File: src/rtl/uart_tx_arbiter_pkg.sv
// uart_tx_arbiter_pkg: shared types, default widths and width helpers for the UART transmit arbiter
package uart_tx_arbiter_pkg;
  localparam int C_UART_DATA_WIDTH_DEF = 8;
  localparam int C_NUM_REQ_DEF         = 4;
  localparam int C_SEND_TIMEOUT_DEF    = 64;
  typedef enum logic [1:0] {ARB_IDLE, ARB_SEND, ARB_DRAIN} arb_state_t;
  function automatic int f_idx_w(input int n);
    return (n < 2) ? 1 : $clog2(n);
  endfunction
  function automatic int f_cnt_w(input int n);
    return $clog2(n + 1);
  endfunction
endpackage

File: src/rtl/uart_tx_arbiter_if.sv
// uart_tx_arbiter_if: requester bus, UART_Tx handshake and status bundle of the arbiter
//  slave  : arbiter side (consumes req_valid/req_data/tx_busy/tx_error/err_clr,
//           drives req_ack/grant_id/tx_data/tx_send/busy/err/timeout)
//  master : requester/UART/system side, mirror image of slave
interface uart_tx_arbiter_if
  import uart_tx_arbiter_pkg::*;
#(
  parameter int N = C_NUM_REQ_DEF,
  parameter int W = C_UART_DATA_WIDTH_DEF
);
  localparam int IW = f_idx_w(N);
  logic [N-1:0]   req_valid;
  logic [N*W-1:0] req_data;
  logic [N-1:0]   req_ack;
  logic [IW-1:0]  grant_id;
  logic [W-1:0]   tx_data;
  logic           tx_send;
  logic           tx_busy;
  logic           tx_error;
  logic           busy;
  logic           err;
  logic           timeout;
  logic           err_clr;
  modport slave (
    input  req_valid, req_data, tx_busy, tx_error, err_clr,
    output req_ack, grant_id, tx_data, tx_send, busy, err, timeout
  );
  modport master (
    output req_valid, req_data, tx_busy, tx_error, err_clr,
    input  req_ack, grant_id, tx_data, tx_send, busy, err, timeout
  );
endinterface

File: src/rtl/uart_tx_arbiter_rr_picker.sv
// rr_picker: combinational round-robin search, first set request at or after the pointer
//  i_req : request vector
//  i_ptr : index where the search starts
//  o_win : winning index (0 when nothing requests)
//  o_any : at least one request set
module rr_picker #(
  parameter int N  = 4,
  parameter int IW = 2
) (
  input  logic [N-1:0]  i_req,
  input  logic [IW-1:0] i_ptr,
  output logic [IW-1:0] o_win,
  output logic          o_any
);
  logic [N-1:0] w_rot;
  // rotate so that bit 0 is the requester the pointer names
  assign w_rot = N'({i_req, i_req} >> i_ptr);
  assign o_any = |i_req;
  always_comb begin
    o_win = '0;
    for (int k = N - 1; k >= 0; k--)
      if (w_rot[k]) o_win = IW'((int'(i_ptr) + k) % N);
  end
endmodule

File: src/rtl/uart_tx_arbiter.sv
// uart_tx_arbiter: shares one UART_Tx between C_NUM_REQ requesters with round-robin grant and send timeout
//  clk  : system clock, rising edge
//  rstb : asynchronous active-low reset
//  bus  : uart_tx_arbiter_if.slave (requester valid/data/ack, grant_id, tx_data/send/busy/error,
//         busy, sticky err/timeout, err_clr)
//  Build option UART_ARB_PRIO_EN: requester 0 gets strict priority, the rest stay round-robin.
module uart_tx_arbiter
  import uart_tx_arbiter_pkg::*;
#(
  parameter int C_NUM_REQ         = C_NUM_REQ_DEF,
  parameter int C_UART_DATA_WIDTH = C_UART_DATA_WIDTH_DEF,
  parameter int C_SEND_TIMEOUT    = C_SEND_TIMEOUT_DEF
) (
  input logic              clk,
  input logic              rstb,
  uart_tx_arbiter_if.slave bus
);
  localparam int IW = f_idx_w(C_NUM_REQ);
  localparam int CW = f_cnt_w(C_SEND_TIMEOUT);
  arb_state_t                   r_state, w_next;
  logic [IW-1:0]                r_ptr, r_gid, w_win, w_rr_win, w_ptr_next;
  logic [CW-1:0]                r_cnt;
  logic [C_UART_DATA_WIDTH-1:0] r_data;
  logic [C_NUM_REQ-1:0]         r_ack, w_pick_req;
  logic                         r_err, r_tmo;
  logic                         w_rr_any, w_any, w_adv, w_grant, w_tmo;
`ifdef UART_ARB_PRIO_EN
  // requester 0 bypasses the rotation and leaves the pointer where it was
  assign w_pick_req = bus.req_valid & ~C_NUM_REQ'(1);
  assign w_win      = bus.req_valid[0] ? '0 : w_rr_win;
  assign w_any      = bus.req_valid[0] | w_rr_any;
  assign w_adv      = !bus.req_valid[0];
`else
  assign w_pick_req = bus.req_valid;
  assign w_win      = w_rr_win;
  assign w_any      = w_rr_any;
  assign w_adv      = 1'b1;
`endif
  rr_picker #(.N(C_NUM_REQ), .IW(IW)) u_pick (
    .i_req (w_pick_req),
    .i_ptr (r_ptr),
    .o_win (w_rr_win),
    .o_any (w_rr_any)
  );
  assign w_ptr_next = (w_win == IW'(C_NUM_REQ - 1)) ? '0 : w_win + IW'(1);
  always_comb begin
    w_next  = r_state;
    w_grant = 1'b0;
    w_tmo   = 1'b0;
    case (r_state)
      ARB_IDLE: begin
        w_grant = !bus.tx_busy && w_any;
        w_next  = w_grant ? ARB_SEND : ARB_IDLE;
      end
      ARB_SEND: begin
        w_tmo  = !bus.tx_busy && (r_cnt == CW'(C_SEND_TIMEOUT - 1));
        w_next = bus.tx_busy ? ARB_DRAIN : (w_tmo ? ARB_IDLE : ARB_SEND);
      end
      ARB_DRAIN: w_next = bus.tx_busy ? ARB_DRAIN : ARB_IDLE;
      default:   w_next = ARB_IDLE;
    endcase
  end
  always_ff @(posedge clk or negedge rstb) begin
    if (!rstb) r_state <= ARB_IDLE;
    else       r_state <= w_next;
  end
  always_ff @(posedge clk or negedge rstb) begin
    if (!rstb) begin
      r_ptr  <= '0;
      r_gid  <= '0;
      r_cnt  <= '0;
      r_data <= '0;
      r_ack  <= '0;
      r_err  <= 1'b0;
      r_tmo  <= 1'b0;
    end else begin
      r_ack <= w_grant ? C_NUM_REQ'(1) << w_win : '0;
      if (w_grant) begin
        r_data <= bus.req_data[int'(w_win) * C_UART_DATA_WIDTH +: C_UART_DATA_WIDTH];
        r_gid  <= w_win;
        r_cnt  <= '0;
        if (w_adv) r_ptr <= w_ptr_next;
      end else if (r_state == ARB_SEND) begin
        r_cnt <= r_cnt + CW'(1);
      end
      // a new error on the clearing edge survives the clear
      r_err <= bus.tx_error | w_tmo | (r_err & !bus.err_clr);
      r_tmo <= w_tmo | (r_tmo & !bus.err_clr);
    end
  end
  // tx_send is decoded from the state so an asynchronous reset drops it at once
  assign bus.tx_send  = (r_state == ARB_SEND);
  assign bus.busy     = (r_state != ARB_IDLE);
  assign bus.tx_data  = r_data;
  assign bus.grant_id = r_gid;
  assign bus.req_ack  = r_ack;
  assign bus.err      = r_err;
  assign bus.timeout  = r_tmo;
endmodule
File: src/flat_wrapper.sv
// flat-port wrapper written by rule: the top's interface ports become plain ports
module uart_tx_arbiter_flat import uart_tx_arbiter_pkg::*;
#(
  parameter int C_NUM_REQ         = C_NUM_REQ_DEF,
  parameter int C_UART_DATA_WIDTH = C_UART_DATA_WIDTH_DEF,
  parameter int C_SEND_TIMEOUT    = C_SEND_TIMEOUT_DEF
)
  (clk, rstb, bus_req_valid, bus_req_data, bus_tx_busy, bus_tx_error, bus_err_clr, bus_req_ack, bus_grant_id, bus_tx_data, bus_tx_send, bus_busy, bus_err, bus_timeout);
  uart_tx_arbiter_if bus_i ();
  input logic clk;
  input logic rstb;
  input wire logic [$bits(bus_i.req_valid)-1:0] bus_req_valid;
  input wire logic [$bits(bus_i.req_data)-1:0] bus_req_data;
  input wire logic [$bits(bus_i.tx_busy)-1:0] bus_tx_busy;
  input wire logic [$bits(bus_i.tx_error)-1:0] bus_tx_error;
  input wire logic [$bits(bus_i.err_clr)-1:0] bus_err_clr;
  output wire logic [$bits(bus_i.req_ack)-1:0] bus_req_ack;
  output wire logic [$bits(bus_i.grant_id)-1:0] bus_grant_id;
  output wire logic [$bits(bus_i.tx_data)-1:0] bus_tx_data;
  output wire logic [$bits(bus_i.tx_send)-1:0] bus_tx_send;
  output wire logic [$bits(bus_i.busy)-1:0] bus_busy;
  output wire logic [$bits(bus_i.err)-1:0] bus_err;
  output wire logic [$bits(bus_i.timeout)-1:0] bus_timeout;
  assign bus_i.req_valid = bus_req_valid;
  assign bus_i.req_data = bus_req_data;
  assign bus_i.tx_busy = bus_tx_busy;
  assign bus_i.tx_error = bus_tx_error;
  assign bus_i.err_clr = bus_err_clr;
  assign bus_req_ack = bus_i.req_ack;
  assign bus_grant_id = bus_i.grant_id;
  assign bus_tx_data = bus_i.tx_data;
  assign bus_tx_send = bus_i.tx_send;
  assign bus_busy = bus_i.busy;
  assign bus_err = bus_i.err;
  assign bus_timeout = bus_i.timeout;
  uart_tx_arbiter #(.C_NUM_REQ(C_NUM_REQ), .C_UART_DATA_WIDTH(C_UART_DATA_WIDTH), .C_SEND_TIMEOUT(C_SEND_TIMEOUT)) u_core (.clk(clk), .rstb(rstb), .bus(bus_i));
endmodule
File: config.mk
export PLATFORM = sky130hd
export DESIGN_NAME = uart_tx_arbiter_flat
export DESIGN_NICKNAME = d
export VERILOG_FILES = /design/src/rtl/uart_tx_arbiter_pkg.sv /design/src/rtl/uart_tx_arbiter_if.sv /design/src/rtl/uart_tx_arbiter_rr_picker.sv /design/src/rtl/uart_tx_arbiter.sv /design/src/flat_wrapper.sv
export SDC_FILE = /design/constraint.sdc
export NUM_CORES = 1
export LEC_CHECK = 0
export ABC_AREA = 1
export BUFFER_PORTS_ARGS = -buffer_cell sky130_fd_sc_hd__buf_2
export CAP_MARGIN = 30
export CORE_MARGIN = 1.5
export CORE_UTILIZATION = 50
export CTS_BUF_LIST = sky130_fd_sc_hd__clkbuf_4 sky130_fd_sc_hd__clkbuf_8 sky130_fd_sc_hd__clkbuf_16
export CTS_CLUSTER_SIZE = 8
export DETAILED_ROUTE_END_ITERATION = 10
export PLACE_DENSITY = 0.79
export SLEW_MARGIN = 20
export SYNTH_ARGS = -nofsm -noshare
export SYNTH_HDL_FRONTEND = slang
export SYNTH_SLANG_ARGS = --single-unit
File: constraint.sdc
create_clock -name clk -period 2.1 [get_ports clk]
set_input_delay 0.105 -clock clk [delete_from_list [all_inputs] [get_ports clk]]
set_output_delay 0.105 -clock clk [all_outputs]
set_load 0.1 [all_outputs]
## Yosys cells after proc, flatten, opt, wreduce, memory -nomap -nowiden

Index checks and enable logic that the tools add are counted.

- Output and inout port bits: 18
- Register bits: 27
- Word-level logic and storage cells: 48
- Bits of input ports: 41

- Eq/ne operators: 4
- Bitwise logic cells: 5
- Reductions and logical operators: 8
- Muxes and demuxes: 15
- Add/subtract/negate cells: 5
- Shift-type cells: 3

Operators with widths:

| kind | number |
|---|---|
| variable part select 32 x 6 -> 8 bit | 1 |
| 2-to-1 mux 2 bit | 7 |
| 2-to-1 mux 7 bit | 2 |
| right shift 8 x 2 -> 4 bit | 1 |
| adder 7 x 1 -> 7 bit (second input constant) | 1 |
| equality test 7 x 6 -> 1 bit (second input constant) | 1 |
| case mux 2 bit (3 select lines) | 1 |
| adder 2 x 1 -> 2 bit (second input constant) | 2 |
| adder 2 bit (second input constant) | 2 |
| equality test 2 bit (second input constant) | 2 |
| 2-to-1 mux 1 bit | 4 |
| 2-to-1 mux 4 bit | 1 |
| nonzero test 2 bit | 2 |
| OR reduction 4 bit | 1 |
| << shifter 1 x 2 -> 4 bit (first input constant) | 1 |
| OR 1 bit | 3 |
| bitwise AND 1 bit | 2 |
| equality test 2 x 1 -> 1 bit (second input constant) | 1 |
| logical AND 1 bit | 2 |
| logical NOT 1 bit | 2 |
| logical NOT 2 bit | 1 |

## Logic depth before layout (Yosys ltp)

Gate-level depths: netlist (run 1).

- Depth in word-level cells: 7
- Depth in mapped cells: 14
- Gate-level depth less buffers: 12

## Cells and area by module

From an unflattened synthesis (run 1), not the netlist that was laid out.

- Cells, all modules: 282
- Area total of the unflattened synthesis: 1,855.5 µm²

By module, submodules not included:

| module | cells each | sequential area each (µm²) | area each (µm²) | instances |
|---|---|---|---|---|
| uart_tx_arbiter | 235 | 675.6 | 1,627.8 | 1 |
| rr_picker | 47 | 0.0 | 227.7 | 1 |

## Worst setup path after synthesis (run 1)

Ideal clock, no wire load.

- Path type: register to register
- Start: register u_core.r_state[1]
- End: register u_core.r_cnt[5]
- Required time: 2.023 ns
- Period minus slack after synthesis: 2.778 ns
- Buffers on the path: 0
- Setup time: 0.077 ns
- Arrival: 2.701 ns
- Stages on the path, launching flop included: 6
- Setup slack: -0.678 ns
- Cell sequence: dfrtp_1 -> nor2_1 -> inv_1 -> nor4_1 -> o21ai_0 -> a21oi_1

- Elaborated cells on any way between the ends: 5
- Classes of those cells: 1 x eq/ne; 2 x mux; 2 x reduce/logical

RTL lines:

| item | line | source |
|---|---|---|
| start, declared | uart_tx_arbiter.sv:20 | `arb_state_t r_state, w_next;` |
| start signal, assigned | uart_tx_arbiter.sv:65 | `else r_state <= w_next;` |
| equality test 2 x 1 -> 1 bit | n/a |  |
| via bus_tx_send | flat_wrapper.sv:20 | `output wire logic [$bits(bus_i.tx_send)-1:0] bus_tx_send;` |
| nonzero test 2 bit (no source line) | n/a |  |
| end signal, assigned | uart_tx_arbiter.sv:84 | `r_cnt <= r_cnt + CW'(1);` |
| end, declared | uart_tx_arbiter.sv:22 | `logic [CW-1:0] r_cnt;` |

The timed path passes the listed nets, and every way through them passes these cells.
A chain may end at the register's enable or synchronous reset.

## Worst setup path in the final report (run 1)

- Start: register u_core.r_ptr[0]
- End: register u_core.r_ptr[1]

- Cells in the longest elaborated chain, start to end: 7
- Elaborated cells on any way between the ends: 11
- Classes of those cells: 4 x add/sub; 1 x eq/ne; 1 x shift; 5 x mux

Ends and longest elaborated chain:

| item | line | source |
|---|---|---|
| start, declared | uart_tx_arbiter.sv:21 | `logic [IW-1:0] r_ptr, r_gid, w_win, w_rr_win, w_ptr_next;` |
| start signal, assigned | uart_tx_arbiter.sv:82 | `if (w_adv) r_ptr <= w_ptr_next;` |
| adder 2 bit / right shift 8 x 2 -> 4 bit (equally long branches) | uart_tx_arbiter_rr_picker.sv:22, uart_tx_arbiter_rr_picker.sv:17 |  |
| 2-to-1 mux 2 bit (3 in a row) | uart_tx_arbiter_rr_picker.sv:22 | `if (w_rot[k]) o_win = IW'((int'(i_ptr) + k) % N);` |
| 2-to-1 mux 2 bit (*) | uart_tx_arbiter_rr_picker.sv:22 |  |
| adder 2 x 1 -> 2 bit / equality test 2 bit (equally long branches) | uart_tx_arbiter.sv:45 | `assign w_ptr_next = (w_win == IW'(C_NUM_REQ - 1)) ? '0 : w_win + IW'(1);` |
| 2-to-1 mux 2 bit (*) | uart_tx_arbiter.sv:45 |  |

Mark *: on every way between the ends. The rest lies on a longest branch, timed or not.

==> flow_metrics.tcl, run 1 <==
set metrics [dict create \
    h-tree-depth 1 \
    numPortBuffers 58 \
    num-nets-final 320 \
    grt_pass1_wl_um 6720 \
    die_y_um 62.2 \
    cts_buffers 3 \
    tightest_slew_ps 576 \
    dieArea_um2 3870 \
    vias_per_cell 5.09 \
    crit_path_start "u_core.r_ptr[0]" \
    fin_setup_tns_ps 0 \
    wl_um 3780 \
    syn_nets 259 \
    dp_hpwl_um 2920 \
    cp.arrival_ps 2130 \
    first_iter_violations 66 \
    worstPathRequired_ps 2340 \
    cts.sinks 27 \
    vias 1644 \
    final-setup-viol-count 0 \
    syn_area_per_cell_um2 8.08 \
    drc 0 \
    synth_edf_count 0 \
    grt_pass1_vias 1557 \
    fin_cells 323 \
    grt_overflow 0 \
    synth_area_um2 1750 \
    core-area_um2 3360 \
    fmax_mhz 530 \
    ant_nets 0 \
    clk_path_buf_depth 2 \
    drt-wirelength-per-cell_um 11.7 \
    synth_cell_types 29 \
    cts_setup_buffers 0 \
    finalHoldViolCount 0 \
    nFillCells 324 \
    start_util_pct 52.2 \
    io_pins 59 \
    path_class "reg -> reg" \
    area_growth_pct 20.4 \
    syn_inst 217 \
    cp_max_fo 19 \
    startpoint_type "register" \
    layout-drive-gt1-share_pct 39.0 \
    hold_path.class "in -> reg" \
    die_w_um 62.2 \
    crit_path_end_kind "register" \
    postSynthRegisterBits 27 \
    dp.cells 316 \
    top_layer "met4" \
    yosysWarnings 0 \
    insertedDiodeCount 0 \
    finalCritPeriodShare_pct 89.8 \
    gp_congestion 0.838 \
    track_usage_pct 21.2 \
    final_common_cell "buf_2" \
    drv_slew 0 \
    status "complete, no violations" \
    r2r_start "u_core.r_ptr[0]" \
    fin_skew_ps 3.22 \
    cts_root_buf "clkbuf_4" \
    layout_common_cells "58 x buf_2, 47 x nand2_1, 40 x nand3_1" \
    clock_latency_ps 310 \
    m1WireLength_um 1710 \
    cap_violations 0 \
    synth_seq_area_share_pct 38.5 \
    antenna_found_initial 0 \
    wl_met3_um 241 \
    drt-pass1-iter-count 4 \
    cts_tree "built" \
    hp-start "bus_err_clr" \
    fin_crit_ps 1890 \
    cts.clk_slew.worst_paths_ps 130 \
    ys.flop_type "dfrtp_1" \
    relSlewSlack_pct 61.6 \
    wl_met2_um 1770 \
    row_count 21 \
    synthArstFlopShare_pct 100 \
    rsz0062_at_grt "no" \
    grt_max_degree 28 \
]
## sequential cells by signal, summed over array words and instances, names as in the netlist
| signal | flops |
|---|---|
| u_core.bus.err | 1 |
| u_core.bus.grant_id | 2 |
| u_core.bus.req_ack | 4 |
| u_core.bus.timeout | 1 |
| u_core.bus.tx_data | 8 |
| u_core.r_cnt | 7 |
| u_core.r_ptr | 2 |
| u_core.r_state | 2 |
## kinds of logic (layout without fill, tap and decap cells)
| family | Yosys count | after routing | share of synthesized area [%] |
|---|---|---|---|
| compound gates | 18 | 18 | 5.63 |
| flops | 27 | 27 | 38.5 |
| fa+ha+maj | 1 | 1 | 0.713 |
| buf+inv | 28 | 88 | 9.27 |
| xor+xnor | 3 | 3 | 1.50 |
| simple gates | 140 | 140 | 44.4 |
## stage by stage
step	setup slack, ps	utilization (%)	hold WS (ps)	instance area (um^2)
3_3_place_gp	252	61.0	131	2050
6_report	213	62.8	24.0	2110
4_1_cts	196	62.8	17.2	2110
3_5_place_dp	228	61.0	136	2050
5_1_grt	2.39	62.8	26.8	2110
2_1_floorplan	368	-	-191	1760
## critical path, cell delays in order, from the launching register on
cell and delay, ps:
dfrtp_1 600, nand2_1 150, nand3_2 120, nand2_2 80, nand2_4 80, nand2_2 60
nand2_4 180, nand2_8 160, nor2_1 190, nand2_1 100, o211ai_1 100
## area by class of cell
type	instances	area [um^2]	share of cell area, %
clock buffer	4	30.0	1.42
inverter	20	82.6	3.91
multi-input combinational	162	923	43.7
sequential	27	676	32.0
tap	46	57.6	2.73
timing repair buffer	64	343	16.2
## final timing paths
check                                         to  cells after the start  slack, ps
setup reg to reg                 u_core.r_ptr[1]                     10        210
hold reg to reg               u_core.bus.timeout                      2        490
hold / removal                u_core.bus.timeout                      4         20
setup / recovery                 u_core.r_ptr[1]                     10        210
min in group asynchronous        u_core.r_cnt[1]                      2        310
max in group asynchronous  u_core.bus.tx_data[7]                      2       1420
## cells in the mapped netlist, types with 2 or more instances
cell,count,area [um^2]
a21oi_1,5,25.0
nand3_1,40,200
nand2_1,47,176
buf_6,3,33.8
o21ai_0,9,45.0
nand3_2,16,160
inv_1,17,63.8
buf_4,3,22.5
dfrtp_1,27,676
nor2_1,12,45.0
inv_2,2,7.51
nand2_2,17,106
nand2_4,2,22.5
xnor2_1,2,17.5
## metal layers
| layer | up-vias | track usage (%) |
|---|---|---|
| met5 | - | 0 |
| met4 | 0 | 5.83 |
| met3 | 6 | 3.44 |
| met2 | 66 | 37.4 |
| met1 | 738 | 27.0 |
| li1 | 834 | - |
## repair_timing
| action | CTS | global route |
|---|---|---|
| hold endpoints to repair | 29 | 0 |
| hold buffers | 3 | 0 |
| setup endpoints to repair | 0 | 0 |
| resized for setup | 0 | 0 |
Power of run 1 is not shown: default switching activity piles up to over one toggle a cycle in this logic, so the estimate is an artifact.
==> run 2, diff against run 1 <==
MAX_ROUTING_LAYER = met4   (was unset)
==> run 2 against run 1 <==
Net effect:
- clock skew rose by 0.76 ps
- final area unchanged
- global-route usage is 0.61 points higher
- fmax is essentially flat
- die area is the same
- core utilization stayed put
- worst hold slack hardly changed
- non-clock buffer count unchanged
- highest routed layer unchanged
==> flow_metrics.tcl, run 2 (synthesis results as in run 1) <==
set metrics [dict create \
    status "complete, no violations" \
    hold_ws_ps 24.3 \
    core-area_um2 3360 \
    wl_um 3760 \
    cts.sinks 27 \
    num-nets-final 320 \
    hold_path_depth 4 \
    m1WireLength_um 1720 \
    rsz0062_at_grt "no" \
    cap_violations 0 \
    drv_slew 0 \
    cp.arrival_ps 2130 \
    fmax_mhz 530 \
    fin_setup_tns_ps 0 \
    area_growth_pct 20.4 \
    grt_pass1_wl_um 6720 \
    dieArea_um2 3870 \
    vias_per_cell 5.08 \
    grt_overflow 0 \
    final-setup-viol-count 0 \
    dp_hpwl_um 2920 \
    largest_reg_flops 8 \
    gp_congestion 0.851 \
    cts.clk_slew.worst_paths_ps 130 \
    layout-drive-gt1-share_pct 39.0 \
    fin_crit_ps 1890 \
    numPortBuffers 58 \
    first_iter_violations 62 \
    cp_max_fo 19 \
    io_pins 59 \
    max_stage_delay_ps 600 \
    ff2ff_path_depth 10 \
    hp-start "bus_err_clr" \
    finalCritPeriodShare_pct 89.9 \
    hold_path.class "in -> reg" \
    startpoint_type "register" \
    die_y_um 62.2 \
    cts-resized-gates 0 \
    fin_cells 323 \
    multiInputGateArea_um2 923 \
    drt-wirelength-per-cell_um 11.7 \
    grt_max_degree 28 \
    wl_met3_um 209 \
    row_count 21 \
    tightest_slew_ps 572 \
    worst_path_max_delay_cell "dfrtp_1" \
    clock_latency_ps 310 \
    r2r_start "u_core.r_ptr[0]" \
    crit_buf_inv 0 \
    start_util_pct 52.2 \
    drc 0 \
    insertedDiodeCount 0 \
    clk_path_buf_depth 2 \
    reg2reg_to "u_core.r_ptr[1]" \
    layout_common_cells "58 x buf_2, 47 x nand2_1, 40 x nand3_1" \
    cts_buffers 3 \
    path_class "reg -> reg" \
    regArea_um2 676 \
    die_w_um 62.2 \
    relSlewSlack_pct 61.9 \
    ctsHoldBuffers 3 \
    dp.cells 316 \
    wl_met2_um 1770 \
    fin_skew_ps 3.98 \
    cts_root_buf "clkbuf_4" \
    h-tree-depth 1 \
    cts_tree "built" \
    finalHoldViolCount 0 \
    cp_top_family "simple AND/OR/NAND/NOR gates" \
    grt_pass1_vias 1558 \
    nFillCells 324 \
    ant_nets 0 \
    crit_chain "nand2_1 > nand3_2 > nand2_2 > nand2_4 > nand2_2 > nand2_4 > nand2_8 > nor2_1 > nand2_1 > o211ai_1" \
    vias 1642 \
    cts_setup_buffers 0 \
    min_to "u_core.bus.timeout" \
    track_usage_pct 21.8 \
    final_common_cell "buf_2" \
    top_layer "met4" \
    reg2reg_slack_ps 210 \
    worstPathRequired_ps 2340 \
    crit_path_end_kind "register" \
    antenna_found_initial 0 \
    drt-pass1-iter-count 4 \
]
==> run 2: cell counts in the layout (fill, tap and decap cells not counted) <==
Identical to the previous run, type by type.
==> run 2: worst max path at each step <==
stage | start | end | slack, ps | depth (start not counted)
after CTS | u_core.r_ptr[0] | u_core.r_ptr[1] | 200 | 10
after global routing | u_core.r_ptr[0] | u_core.r_ptr[1] | 2 | 10
final | u_core.r_ptr[0] | u_core.r_ptr[1] | 210 | 10
after detailed placement | u_core.r_ptr[0] | u_core.r_ptr[1] | 230 | 10
after floorplan | u_core.r_state[1] | u_core.r_cnt[5] | 370 | 5
after global placement | u_core.r_ptr[0] | u_core.r_ptr[1] | 250 | 10
==> run 2: per-stage QoR <==
step | area (um^2) | setup WS [ps] | utilization, %
after floorplan | 1760 | 368 | -
after global placement | 2050 | 252 | 61.0
final | 2110 | 212 | 62.8
after CTS | 2110 | 196 | 62.8
after detailed placement | 2050 | 228 | 61.0
after global routing | 2110 | 2.39 | 62.8
==> run 2: tightest hold or removal path: stages <==
cell     delay [ps]
buf_2            80
inv_1            40
nand2_1          50
nand2_1          40
==> run 2: per-layer routing <==
layer,track usage (%),vias up
li1,-,835
met1,27.2,739
met2,37.4,62
met3,3.26,6
met4,5.83,0
met5,-,-
==> run 2: area by class of cell <==
class / count / share of cell area (%)
multi-input combinational: 162 / 43.7
sequential: 27 / 32.0
timing repair buffer: 64 / 16.2
inverter: 20 / 3.91
tap: 46 / 2.73
clock buffer: 4 / 1.42
Power of run 2 is left out for the same reason.
==> run 3, diff against run 2 <==
ABC_AREA = unset   (was 1)
CORE_UTILIZATION = 47   (was 50)
PLACE_DENSITY = 0.78   (was 0.79)
==> run 3 against run 2 <==
Net effect:
- the run now ends with design-rule violations left
- clock skew is 8.9 ps higher
- worst setup slack worse by 98 ps
- global-route usage is 0.25 points lower
- die area is 13% lower
- highest routed layer unchanged
==> flow_metrics.tcl, run 3 <==
set metrics [dict create \
    status "finished with violations" \
    violations "design-rule violations" \
    syn_area_per_cell_um2 9.99 \
    synthMostInstantiatedCell "dfrtp_1" \
    syn_inst 143 \
    final_area_um2 1820 \
    synth_area_um2 1430 \
    hp-start "bus_req_data[30]" \
    startpoint_type "register" \
    ys_top_cells_by_area "dfrtp_1 47%, mux2i_1 12%, nor3_1 6.3%" \
    syn_nets 185 \
    cp_max_fo 19 \
    num-nets-final 247 \
    start_util_pct 50.5 \
    cts_tree "built" \
    io_pins 59 \
    h-tree-depth 1 \
    drc 2 \
    row_count 19 \
    finalHoldViolCount 0 \
    crit_path_end_kind "register" \
    insertedDiodeCount 0 \
    finalCritPeriodShare_pct 94.6 \
    drt-pass1-iter-count 7 \
    vias 1275 \
    fin_skew_ps 12.9 \
    reg2reg_slack_ps 110 \
    ff2ff_path_depth 6 \
    cts-resized-gates 0 \
    fin_setup_tns_ps 0 \
    synth_seq_area_share_pct 47.3 \
    hold_path_depth 4 \
    cts.sinks 27 \
    synth_top_area_cell "dfrtp_1" \
    drt-wirelength-per-cell_um 14.4 \
    p_per_area_nw_per_um2 1570 \
    crit_buf_inv 1 \
    synth_edf_count 0 \
    area_growth_pct 27.2 \
    layout-drive-gt1-share_pct 33.8 \
    fin_crit_ps 1990 \
    ant_nets 0 \
    grt_max_degree 29 \
    cts_buffers 3 \
    track_usage_pct 21.6 \
    dp_hpwl_um 2560 \
    worstPathRequired_ps 2330 \
    synth_top_cells_by_count "27 x dfrtp_1, 18 x nor3_1, 17 x mux2i_1, 13 x nand2_1, 8 x a211o_1" \
    fmax_mhz 504 \
    placed_area_um2 1740 \
    die_y_um 58.1 \
    vias_per_cell 5.43 \
    rsz0062_at_grt "no" \
    synth_top_area_share_pct 47.3 \
    grt_pass1_vias 1238 \
    gp_congestion 0.779 \
    p_leak_nw 0.983 \
    reg2reg_to "u_core.bus.tx_data[0]" \
    wl_um 3380 \
    first_iter_violations 77 \
    cts_root_buf "clkbuf_4" \
    grt_pass1_wl_um 5500 \
    tightest_slew_ps 587 \
    hold_path.class "in -> reg" \
    relSlewSlack_pct 60.9 \
    clock_latency_ps 330 \
    layout_common_cells "58 x buf_2, 27 x dfrtp_1, 18 x nor3_1" \
    postSynthRegisterBits 27 \
    numPortBuffers 58 \
    drv_slew 0 \
    yosysWarnings 0 \
    antenna_found_initial 0 \
    cts.clk_slew.worst_paths_ps 150 \
    worst_path_max_delay_cell "dfrtp_1" \
    largest_reg_flops 8 \
    synth_cell_types 34 \
    peakVddDrop_mv 1.05 \
    cp.arrival_ps 2210 \
    min_to "u_core.bus.tx_data[6]" \
    cp_top_family "multiplexers" \
    r2r_start "u_core.r_ptr[1]" \
    core-area_um2 2830 \
    clk_path_buf_depth 2 \
    path_class "reg -> reg" \
    final-setup-viol-count 0 \
    cap_violations 0 \
    synthArstFlopShare_pct 100 \
    die_w_um 58.1 \
    max_stage_delay_ps 490 \
    crit_chain "mux2_4 > o221ai_2 > buf_12 > mux2i_1 > nor3_1 > a211o_1" \
    grt_overflow 0 \
    dieArea_um2 3380 \
    ys.flop_type "dfrtp_1" \
    final_common_cell "buf_2" \
]
## run 3: cell count changes in the layout (fill, tap and decap cells not counted), sizes merged, moves of 3 or more
cell	previous run	this run
o21ai	10	7
nor2	14	7
nand3	57	6
nand2b	0	3
inv	20	5
a21boi	0	3
nand2	67	13
nor3	0	18
mux2i	0	17
a211o	0	8
## run 3: cell type report
type	instances	area [um^2]
fill	247	1010
sequential	27	676
multi-input combinational	102	672
timing repair buffer	66	385
tap	31	38.8
clock buffer	3	22.5
inverter	5	18.8
clock inverter	1	5.00
## run 3: timing repair
action,in CTS,in global routing
hold buffers,4,0
hold endpoints to repair,30,0
setup endpoints to repair,0,0
setup buffers,0,0
## run 3: how the worst max path moves through the flow
stage / end / cells after the start / startpoint
after detailed placement: u_core.bus.tx_data[0] / 5 / u_core.r_ptr[1]
after global routing: u_core.bus.tx_data[0] / 6 / u_core.r_ptr[1]
after CTS: u_core.bus.tx_data[0] / 5 / u_core.r_ptr[1]
after floorplan: u_core.bus.tx_data[5] / 5 / u_core.r_state[0]
after global placement: u_core.bus.tx_data[3] / 5 / u_core.r_ptr[1]
final: u_core.bus.tx_data[0] / 6 / u_core.r_ptr[1]
## run 3: metal layers
| metal | global-route usage [%] | share of wire [%] |
|---|---|---|
| met1 | 28.3 | 44 |
| met5 | - | 0 |
| met2 | 35.6 | 52 |
| met3 | 3.35 | 3.1 |
| met4 | 4.32 | 0.86 |
## run 3: cell families after synthesis
logic type | count (synthesis) | share of synthesized area (%)
buf+inv | 14 | 5.69
mux | 18 | 13.0
fa+ha+maj | 1 | 0.876
flops | 27 | 47.3
compound gates | 28 | 14.2
simple gates | 53 | 17.8
xor+xnor | 2 | 1.23
## run 3: through the flow
step / std cells / total power [mW] / utilization [%] / hold WS, ps / setup slack, ps
after floorplan: 143 / 2.31 / - / -191 / 87.7
after global placement: 226 / 2.58 / 61.6 / 135 / 240
after detailed placement: 226 / 2.63 / 61.6 / 147 / 46.4
after CTS: 234 / 2.86 / 64.0 / 138 / 12.7
after global routing: 235 / 2.99 / 64.3 / 152 / 54.9
final: 235 / 2.86 / 64.3 / 147 / 114
## run 3: power breakdown
group / internal [mW] / total, mW / switching [mW]
clock network: 0.0716 / 0.225 / 0.153
registers: 0.685 / 0.814 / 0.129
logic: 0.445 / 1.82 / 1.37
total: 1.20 / 2.86 / 1.66
## run 3: tightest hold or removal path: cells and delay by family
kind                   cells  cell delay [ps]
AOI/OAI and AO/OA          1              110
buffers and inverters      1               70
muxes                      1               50
and+or+nand+nor            1              120
Note: power is estimated with default switching activity, not from simulation.
